## config.mk

```make
export PLATFORM = sky130hd
export DESIGN_NAME = ecg_window_feeder
export DESIGN_NICKNAME = d
export VERILOG_FILES = /design/src/rtl/ecg_window_feeder.sv
export SDC_FILE = /design/constraint.sdc
export NUM_CORES = 1
export LEC_CHECK = 0
export CAP_MARGIN = 25
export CORE_ASPECT_RATIO = 1.4
export CORE_MARGIN = 10
export CORE_UTILIZATION = 35
export DETAILED_ROUTE_END_ITERATION = 8
export DONT_BUFFER_PORTS = 1
export PLACE_DENSITY_LB_ADDON = 0.25
export SLEW_MARGIN = 15
export SYNTH_ARGS = -nofsm -noshare
export SYNTH_HDL_FRONTEND = slang
export SYNTH_SLANG_ARGS = --single-unit
```

## constraint.sdc

```tcl
create_clock -name clk -period 2.26 [get_ports clk]
set_input_delay 0.565 -clock clk [delete_from_list [all_inputs] [get_ports clk]]
set_output_delay 0.565 -clock clk [all_outputs]
set_load 0.02 [all_outputs]
```

## src/rtl/ecg_window_feeder.sv

```systemverilog
// rtl/ecg_window_feeder.sv - 5-sample sliding window feeder for an ECG layer node
// Presents each new window on A0x..A4x and captures the node result NODE_LAT cycles later.
module ecg_window_feeder #(
  parameter int STRIDE   = 1,
  parameter int NODE_LAT = 3
) (
  input  logic        clk,
  input  logic        reset,
  input  logic        flush,
  input  logic [7:0]  s_data,
  input  logic        s_valid,
  output logic        s_ready,
  output logic [7:0]  A0x,
  output logic [7:0]  A1x,
  output logic [7:0]  A2x,
  output logic [7:0]  A3x,
  output logic [7:0]  A4x,
  output logic        win_valid,
  input  logic [7:0]  N8x_in,
  output logic [7:0]  res_data,
  output logic        res_valid,
  output logic [15:0] res_count
);

  typedef enum logic [1:0] {
    ST_FILL  = 2'd0,
    ST_RUN   = 2'd1,
    ST_FLUSH = 2'd2
  } state_t;

  localparam logic [4:0] STRIDE_W = 5'(STRIDE);

  state_t              state_q, state_d;
  logic [2:0]          fill_cnt_q, fill_cnt_d;
  logic [3:0]          stride_cnt_q, stride_cnt_d;
  logic [4:0][7:0]     win_q, win_d;
  logic                win_valid_q, win_valid_d;
  logic [NODE_LAT-1:0] pipe_q, pipe_d;
  logic [7:0]          res_data_q, res_data_d;
  logic                res_valid_q, res_valid_d;
  logic [15:0]         res_count_q, res_count_d;
  logic                accept;
  logic                capture;

  assign s_ready = !reset && !flush && (state_q != ST_FLUSH);
  assign accept  = s_valid && s_ready;
  assign capture = pipe_q[NODE_LAT-1];

  always_ff @(posedge clk) begin
    if (reset) begin
      state_q <= ST_FILL;
    end else begin
      state_q <= state_d;
    end
  end

  always_comb begin
    state_d = state_q;
    if (flush) begin
      state_d = ST_FLUSH;
    end else begin
      case (state_q)
        ST_FILL:  if (accept && fill_cnt_q == 3'd4) state_d = ST_RUN;
        ST_RUN:   state_d = ST_RUN;
        ST_FLUSH: state_d = ST_FILL;
        default:  state_d = ST_FILL;
      endcase
    end
  end

  always_comb begin
    fill_cnt_d   = fill_cnt_q;
    stride_cnt_d = stride_cnt_q;
    win_d        = win_q;
    win_valid_d  = 1'b0;
    pipe_d       = pipe_q << 1;
    pipe_d[0]    = win_valid_q;
    res_valid_d  = capture;
    res_data_d   = capture ? N8x_in : res_data_q;
    res_count_d  = capture ? res_count_q + 16'd1 : res_count_q;

    // win_q[0] is the oldest sample, win_q[4] the newest
    if (accept) begin
      win_d = {s_data, win_q[4:1]};
    end

    case (state_q)
      ST_FILL: begin
        if (accept) begin
          fill_cnt_d = fill_cnt_q + 3'd1;
          if (fill_cnt_q == 3'd4) begin
            win_valid_d  = 1'b1;
            stride_cnt_d = 4'd0;
          end
        end
      end
      ST_RUN: begin
        if (accept) begin
          if ({1'b0, stride_cnt_q} + 5'd1 == STRIDE_W) begin
            win_valid_d  = 1'b1;
            stride_cnt_d = 4'd0;
          end else begin
            stride_cnt_d = stride_cnt_q + 4'd1;
          end
        end
      end
      default: ;
    endcase

    // A flush drops every window in flight, including one due for capture now
    if (flush) begin
      fill_cnt_d   = 3'd0;
      stride_cnt_d = 4'd0;
      win_valid_d  = 1'b0;
      pipe_d       = '0;
      res_valid_d  = 1'b0;
      res_data_d   = res_data_q;
      res_count_d  = res_count_q;
    end
  end

  always_ff @(posedge clk) begin
    if (reset) begin
      fill_cnt_q   <= 3'd0;
      stride_cnt_q <= 4'd0;
      win_q        <= '0;
      win_valid_q  <= 1'b0;
      pipe_q       <= '0;
      res_data_q   <= 8'd0;
      res_valid_q  <= 1'b0;
      res_count_q  <= 16'd0;
    end else begin
      fill_cnt_q   <= fill_cnt_d;
      stride_cnt_q <= stride_cnt_d;
      win_q        <= win_d;
      win_valid_q  <= win_valid_d;
      pipe_q       <= pipe_d;
      res_data_q   <= res_data_d;
      res_valid_q  <= res_valid_d;
      res_count_q  <= res_count_d;
    end
  end

  assign A0x       = win_q[0];
  assign A1x       = win_q[1];
  assign A2x       = win_q[2];
  assign A3x       = win_q[3];
  assign A4x       = win_q[4];
  assign win_valid = win_valid_q;
  assign res_data  = res_data_q;
  assign res_valid = res_valid_q;
  assign res_count = res_count_q;

endmodule

```

== Word level (Yosys, flattened, before mapping) ==
Index checks and enable logic that the tools add are counted.
Word-level totals
  register bits after elaboration: 78
  output and inout bits: 67
  logic and storage cells: 53
Cells by class
  add/sub/neg operators: 4
  eq/ne operators: 9
  multiplexer cells: 13
  bitwise operators: 1
  reduce and logical (&&, ||, !) cells: 12
Operator list (count)
  $add 16x1->16 const B: 1
  $mux 4: 4
  $ne 2x2->1 const B: 5
  $pmux 4 s2: 1
  $add 4x1->5 const B: 1
  $eq 5x1->1 const B: 1
  $add 4x1->4 const B: 1
  $logic_and 1x1->1: 4
  $mux 1: 4
  $mux 2: 2
  $pmux 2 s2: 1
  $reduce_and 2->1: 2
  $reduce_and 4->1: 1
  $add 3x1->3 const B: 1
  $eq 3x3->1 const B: 1
  $ne 3x3->1 const B: 1
  $eq 2x1->1 const B: 1
  $logic_not 1->1: 2
  $logic_not 2->1: 1
  $pmux 1 s2: 1
  $reduce_bool 2->1: 1
  $reduce_or 2->1: 1
  $not 1->1: 1

== Logic depth before layout (Yosys ltp) ==
  depth in word-level cells: 8
  depth in mapped cells: 6

== Least setup slack after synthesis ==
Ideal clock, no wire load.
  kind: input to output
  from: input port flush
  to: output port s_ready
  arrival: 1.379 ns
  data required time: 1.695 ns
  setup slack: 0.316 ns
  stages: 3
  buffers on the path: 1
  path through: or2_2 -> clkbuf_1 -> a21oi_1
On the way
  word-level cells in the longest chain between the ends: 3
Ends and longest elaborated chain
  start, declared: RTL line 9  | input logic flush,
  $logic_not 1->1: RTL line 45  | assign s_ready = !reset && !flush && (state_q != ST_FLUSH);
  $logic_and 1x1->1 (2 in series): RTL line 45
  end, declared: RTL line 12  | output logic s_ready,
Every way passes these cells.

== Worst setup path in the final report ==
  from: register state_q[0]
  to: output port s_ready
On the way
  word-level cells in the longest chain between the ends: 2
Ends and longest elaborated chain
  start, declared: RTL line 33  | state_t state_q, state_d;
  start signal, assigned: RTL line 53  | state_q <= state_d;
  $ne 2x2->1: RTL line 45
  $logic_and 1x1->1: RTL line 45
Every way passes these cells.

==> metrics.txt <==
# TYPE chip_impl_metric gauge
chip_impl_metric{name="grt.overflow.total",unit=""} 0
chip_impl_info{name="endpoint_kind",value="primary output"} 1
chip_impl_metric{name="antenna_violations_before_repair",unit=""} 0
chip_impl_metric{name="switchingPower",unit="W"} 0.000564
chip_impl_info{name="cp-start-kind",value="flop"} 1
chip_impl_metric{name="crit_path_required_time",unit="ns"} 1.69
chip_impl_metric{name="postRouteWirelength",unit="um"} 6740
chip_impl_metric{name="drcViolationCount",unit=""} 0
chip_impl_metric{name="chipWidth",unit="um"} 98.7
chip_impl_metric{name="final_net_count",unit=""} 342
chip_impl_metric{name="share_comb_of_total_power",unit="%"} 1.7
chip_impl_metric{name="synth.yosys.seq_area_share",unit="%"} 51.4
chip_impl_metric{name="grt_start_max_net_pins",unit=""} 69
chip_impl_metric{name="slew_headroom",unit="%"} 65.4
chip_impl_metric{name="netlist-cell-type-count",unit=""} 37
chip_impl_metric{name="antennaDiodeCount",unit=""} 0
chip_impl_metric{name="post_cts_resized",unit=""} 0
chip_impl_metric{name="finish.utilization",unit="%"} 40.6
chip_impl_metric{name="number_of_flops_mapped_to_enable_cells_by_yosys",unit=""} 0
chip_impl_metric{name="critical_path_arrival",unit="ns"} 1.26
chip_impl_metric{name="die_y",unit="um"} 130
chip_impl_metric{name="final_number_of_hold_violating_endpoints",unit=""} 0
chip_impl_metric{name="buffer_ports.inserted",unit=""} 0
chip_impl_metric{name="initial_core_util",unit="%"} 35.7
chip_impl_metric{name="grt_first_pass_wirelength",unit="um"} 10700
chip_impl_metric{name="synth_top_area_share",unit="%"} 51.4
chip_impl_metric{name="setup_viol",unit=""} 0
chip_impl_metric{name="final.setup_skew",unit="ns"} 0.00591
chip_impl_metric{name="power.share.clock",unit="%"} 51.6
chip_impl_metric{name="netSwitchingFraction",unit="%"} 18.9
chip_impl_info{name="cell_taking_the_most_area_after_synthesis",value="sky130_fd_sc_hd__dfxtp_1"} 1
chip_impl_metric{name="synth_cells",unit=""} 318
chip_impl_metric{name="final_max_slew_viol_count",unit=""} 0
chip_impl_metric{name="num_vias",unit=""} 2126
chip_impl_info{name="mostFrequentLayoutCell",value="sky130_fd_sc_hd__dfxtp_1"} 1
chip_impl_metric{name="share_seq_of_total_power",unit="%"} 46.7
chip_impl_metric{name="post_route_cells_drive_above_1_share",unit="%"} 8.10
chip_impl_metric{name="max_cap_violations",unit=""} 0
chip_impl_metric{name="largest_buffer_count_on_any_clock_path",unit=""} 2
chip_impl_metric{name="syn-num-nets",unit=""} 343
chip_impl_metric{name="final_antenna_net_count",unit=""} 0
chip_impl_metric{name="place_hpwl",unit="um"} 4890
chip_impl_metric{name="route.detailed.wl_per_inst",unit="um"} 15.8
chip_impl_metric{name="core",unit="um^2"} 8510
chip_impl_metric{name="cts_buffers",unit=""} 9
chip_impl_metric{name="clk_pin_slew",unit="ns"} 0.05
chip_impl_info{name="worstSetupPathType",value="flop to primary output"} 1
chip_impl_metric{name="synthToLayoutAreaGrowth",unit="%"} 13.8
chip_impl_metric{name="final_critical_path_setup_slack",unit="ns"} 0.433
chip_impl_metric{name="timing.setup.tns",unit="ns"} 0
chip_impl_metric{name="postSynthAreaPerCell",unit="um^2"} 9.55
chip_impl_metric{name="internal-power",unit="W"} 0.00242
chip_impl_metric{name="filler_cell_count",unit=""} 850
chip_impl_metric{name="power_leakage",unit="nW"} 1.53
chip_impl_metric{name="vdd_ir_drop_max",unit="mV"} 0.409
chip_impl_metric{name="non_filler_cells_in_the_finished_layout",unit=""} 426
chip_impl_metric{name="min_period_over_period",unit="%"} 80.9
chip_impl_metric{name="fp.dieArea",unit="um^2"} 12900
chip_impl_info{name="grt_setup_unrepaired",value="no"} 1
chip_impl_info{name="yosys-top-cells-area",value="sky130_fd_sc_hd__dfxtp_1 (51%), sky130_fd_sc_hd__mux2i_1 (14%), sky130_fd_sc_hd__nor2_1 (7.5%), sky130_fd_sc_hd__nand2_1 (3.1%), sky130_fd_sc_hd__a21oi_1 (3.0%)"} 1
chip_impl_metric{name="globalplace.congestion",unit=""} 0.763
chip_impl_metric{name="mapped_area",unit="um^2"} 3040
chip_impl_metric{name="clock_latency",unit="ns"} 0.33
chip_impl_metric{name="first_iter_violations",unit=""} 70
chip_impl_metric{name="detailedRoute.firstPassIterationCount",unit=""} 4
chip_impl_metric{name="power.density",unit="nW/um^2"} 865
chip_impl_metric{name="first_global_vias",unit=""} 2050
chip_impl_metric{name="cts_h_tree_depth",unit=""} 3
chip_impl_metric{name="timing_worst_slew_pin_value",unit="ns"} 0.520
chip_impl_metric{name="rows",unit=""} 40
chip_impl_info{name="ys.flop_type",value="sky130_fd_sc_hd__dfxtp_1"} 1
chip_impl_metric{name="placed_cells_incl_taps",unit=""} 411
chip_impl_info{name="min_path_type",value="input pin to flop"} 1
chip_impl_metric{name="via_per_inst",unit=""} 4.99
chip_impl_metric{name="globalRouteTotalUtil",unit="%"} 10.4
chip_impl_metric{name="ys_async_sr_fraction",unit="%"} 0
chip_impl_metric{name="post_cts.repair.setup_buffers",unit=""} 0
chip_impl_info{name="cts-root-buf",value="sky130_fd_sc_hd__clkbuf_16"} 1
chip_impl_info{name="clock_tree_from_tritoncts",value="done"} 1
chip_impl_info{name="mostFrequentLayoutCells",value="sky130_fd_sc_hd__dfxtp_1 (78), sky130_fd_sc_hd__nor2_1 (61), sky130_fd_sc_hd__mux2i_1 (41)"} 1
chip_impl_metric{name="period_needed",unit="ns"} 1.83
chip_impl_info{name="status",value="finished, final reports clean"} 1
chip_impl_metric{name="cts.sink_count",unit=""} 78
chip_impl_metric{name="crit_path_max_fanout",unit=""} 9
chip_impl_metric{name="synth_warnings",unit=""} 0
chip_impl_metric{name="postCtsHoldBufs",unit=""} 0
chip_impl_metric{name="fmaxAchievable",unit="GHz"} 0.547
chip_impl_metric{name="postSynthRegisterBits",unit=""} 78
chip_impl_metric{name="io-pin-count",unit=""} 87
chip_impl_metric{name="pre_cts_slack",unit="ns"} 0.466
power by group through the flow:
stage	clock network, W	registers, W	logic, W
after floorplan	0	0.00142	0.0000584
after global placement	0	0.00143	0.0000508
after detailed placement	0	0.00143	0.0000517
after CTS	0.00159	0.00140	0.0000516
after global routing	0.00164	0.00140	0.0000562
final	0.00154	0.00140	0.0000507
synth_stat cells, types with 2 or more instances:
library cell and instances:
sky130_fd_sc_hd__a21oi_1 18, sky130_fd_sc_hd__and2_1 7, sky130_fd_sc_hd__buf_4 4, sky130_fd_sc_hd__buf_6 2, sky130_fd_sc_hd__clkbuf_1 11, sky130_fd_sc_hd__dfxtp_1 78, sky130_fd_sc_hd__ha_1 5, sky130_fd_sc_hd__inv_1 6
sky130_fd_sc_hd__mux2i_1 41, sky130_fd_sc_hd__nand2_1 25, sky130_fd_sc_hd__nand2b_1 3, sky130_fd_sc_hd__nand3_1 9, sky130_fd_sc_hd__nand4_1 4, sky130_fd_sc_hd__nor2_1 61, sky130_fd_sc_hd__nor2b_1 3, sky130_fd_sc_hd__nor3b_1 2
sky130_fd_sc_hd__o21ai_0 5, sky130_fd_sc_hd__or3_1 4, sky130_fd_sc_hd__xnor2_1 3, sky130_fd_sc_hd__xor2_1 10
final cells by class:
| class | instances | area (um^2) | area share [%] |
|---|---|---|---|
| Clock inverter | 4 | 70.1 | 2.03 |
| Sequential cell | 78 | 1560 | 45.2 |
| Inverter | 6 | 22.5 | 0.652 |
| Timing Repair Buffer | 6 | 57.6 | 1.67 |
| Multi-Input combinational cell | 216 | 1360 | 39.3 |
| Tap cell | 105 | 131 | 3.80 |
| Clock buffer | 11 | 253 | 7.32 |
per-layer routing:
metal  up-vias  share of wire, %  GRT usage (%)
met5         -                 0              0
met1       979                38           10.5
met3        15                11           5.87
met2        67                49           16.9
li1       1065                 -              -
met4         0               1.9           5.49
worst max-delay path, cell delays in order (launching register included):
cell and delay (ns):
sky130_fd_sc_hd__dfxtp_1 0.49, sky130_fd_sc_hd__inv_1 0.12, sky130_fd_sc_hd__a21oi_1 0.16, sky130_fd_sc_hd__buf_4 0.16
per-stage QoR:
| stage | instance area, um^2 | hold WS, ns | power [W] |
|---|---|---|---|
| 3_5_place_dp | 3130 | 0.413 | 0.00148 |
| 4_1_cts | 3450 | 0.291 | 0.00303 |
| 2_1_floorplan | 3040 | 0.406 | 0.00148 |
| 6_report | 3450 | 0.297 | 0.00299 |
| 5_1_grt | 3450 | 0.280 | 0.00309 |
| 3_3_place_gp | 3130 | 0.411 | 0.00148 |
registers in the layout, indices dropped and copies added (netlist names):
register / count
state_q: 2
A4x: 8
A2x: 8
A0x: 8
res_count: 16
A1x: 8
res_valid: 1
fill_cnt_q: 3
win_valid: 1
res_data: 8
A3x: 8
stride_cnt_q: 4
pipe_q: 3
final timing paths:
| check | startpoint | endpoint | slack (ns) | depth (start not counted) |
|---|---|---|---|---|
| min | reset | res_data[5]$_SDFFE_PP0P_ | 0.30 | 1 |
| max | state_q[0]$_SDFFE_PP0P_ | s_ready | 0.43 | 3 |
| max reg2reg | res_count[6]$_SDFFE_PP0P_ | res_count[15]$_SDFFE_PP0P_ | 0.62 | 4 |
| min reg2reg | pipe_q[1]$_SDFF_PP0_ | pipe_q[2]$_SDFF_PP0_ | 0.43 | 1 |
cells by family after synthesis:
kind of cell    count (synthesis)  synth area share [%]
compound gates                 30                  5.57
simple gates                  127                  19.7
flops                          78                  51.4
buf+inv                        24                  4.00
xor+xnor                       13                  3.75
fa+ha+maj                       5                  2.06
mux                            41                  13.5
(Power assumes the default switching activity.)
==> RTL edit: new RTL, config.mk and constraints unchanged <==
Encoding of `state_t`: now one-hot (3 bits for 3 states).
--- a/src/rtl/ecg_window_feeder.sv
+++ b/src/rtl/ecg_window_feeder.sv
@@ -24,6 +24,6 @@
 
-  typedef enum logic [1:0] {
-    ST_FILL  = 2'd0,
-    ST_RUN   = 2'd1,
-    ST_FLUSH = 2'd2
+  typedef enum logic [2:0] {
+    ST_FILL  = 3'b001,
+    ST_RUN   = 3'b010,
+    ST_FLUSH = 3'b100
   } state_t;
Formal check against the unedited RTL: no difference found for any inputs over 10 cycles, from zero or initial values and one cycle with reset high; not proved beyond that.
==> RTL edit against the original RTL <==
- wire length grew 5.8%
- count of clock-buffer cells in the layout shrank 1
- synthesized area is 1.1% higher
- total power fell by 0.70%
- cell count rose by 11%
- worst setup slack lost 140 ps
- hold slack gained 11 ps
- sequential cell count is 1 higher
- cell area down 0.25%
- non-clock buffer count is 1 lower
- clock skew decreased by 2.3 ps
- largest power group unchanged
==> RTL edit: results (changes against the original RTL) <==
global_route:
  use_met1: 0.1206  # +0.01508
  grt_pass1_vias: 2241  # +9.3%
  grt_first_pass_wirelength_um: 11560  # +8.1%
  track_usage: 0.1103  # +0.006027
  met3_usage: 0.05991  # +0.001175
  grtUsageMet2: 0.1743  # +0.005812
  grt_max_degree: 71  # +2.9%
yosys:
  avgSynthCellArea_sq_um: 8.337  # -13%
  synthTopCellsByArea: "dfxtp_1 52%, nand2_1 13%, a21oi_1 9.8%, xor2_1 2.3%, ha_1 2.0%"
  ys_types: 39  # +5.4%
  ys_seq_area_frac: 0.5155  # +0.001071
worst_setup_path:
  crit_fanout: 6  # -3
  arrival_ps: 1400  # +140 ps
  cp_top_family: "simple AND/OR/NAND/NOR gates"
  max_stage_delay_ps: 420  # -70 ps
  critical-path-slowest-cell: "or3b_1"
detailed_routing:
  drtIter0Drc: 82  # +17%
  routed_wl_um: 7134  # +5.8%
  drt-vias-per-instance: 4.964  # -0.53%
power_and_ir_drop:
  leakage_nw: 1.144  # -25%
  peakVddDrop_mv: 0.5216  # +27%
placement:
  dp.cells: 457  # +11%
  dp_hpwl_um: 4981  # +1.8%
  place_congestion: 0.7447  # -2.4%
  pre_cts_ws_ps: 508.1  # +42.44 ps
layout:
  drive_above_1_share: 0.07337  # -0.007627
run_status:
  outcome: "finished, final reports clean"
clock_tree:
  numCtsBuffers: 9  # unchanged
timing:
  skew_ps: 3.569  # -2.338 ps
==> RTL edit: logic make-up (layout without fill, tap and decap cells) <==
logic type | count (synthesis) | in the layout | share of synthesized area
simple gates | 173 | 173 | 0.2606
flops | 79 | 79 | 0.5155
compound gates | 74 | 74 | 0.1289
buf+inv | 27 | 27 | 0.04609
xor+xnor | 10 | 10 | 0.02855
fa+ha+maj | 5 | 5 | 0.02039
==> RTL edit: report_power, final <==
part / leakage (nW) / internal [mW] / switching (mW)
clock: 0.148 / 0.963 / 0.543
combinational: 0.358 / 0.0142 / 0.0300
sequential: 0.637 / 1.40 / 0.0153
total: 1.14 / 2.38 / 0.588
==> RTL edit: final cells by class <==
type                       instances  area [sq um]
clock inverter                     6         85.08
timing repair buffer               5         50.05
multi-input combinational        262          1345
inverter                           6         22.52
clock buffer                      10         229.0
tap                              105         131.4
sequential                        79          1582
fill                             873          5114
==> RTL edit: per-layer routing <==
layer | vias to the layer above | part of all wire
li1 | 1212 | -
met1 | 1078 | 0.40
met2 | 48 | 0.48
met3 | 10 | 0.11
met4 | 0 | 0.015
met5 | - | 0
==> RTL edit: path summary, 6_finish.rpt <==
kind | startpoint | end | slack, ps | cells after the start
worst min-delay path | reset | res_data[5] | 310 | 1
worst max register to register | res_count[7] | res_count[15] | 560 | 4
worst min register to register | pipe_q[0] | pipe_q[1] | 430 | 1
worst max-delay path | state_q[2] | s_ready | 290 | 2
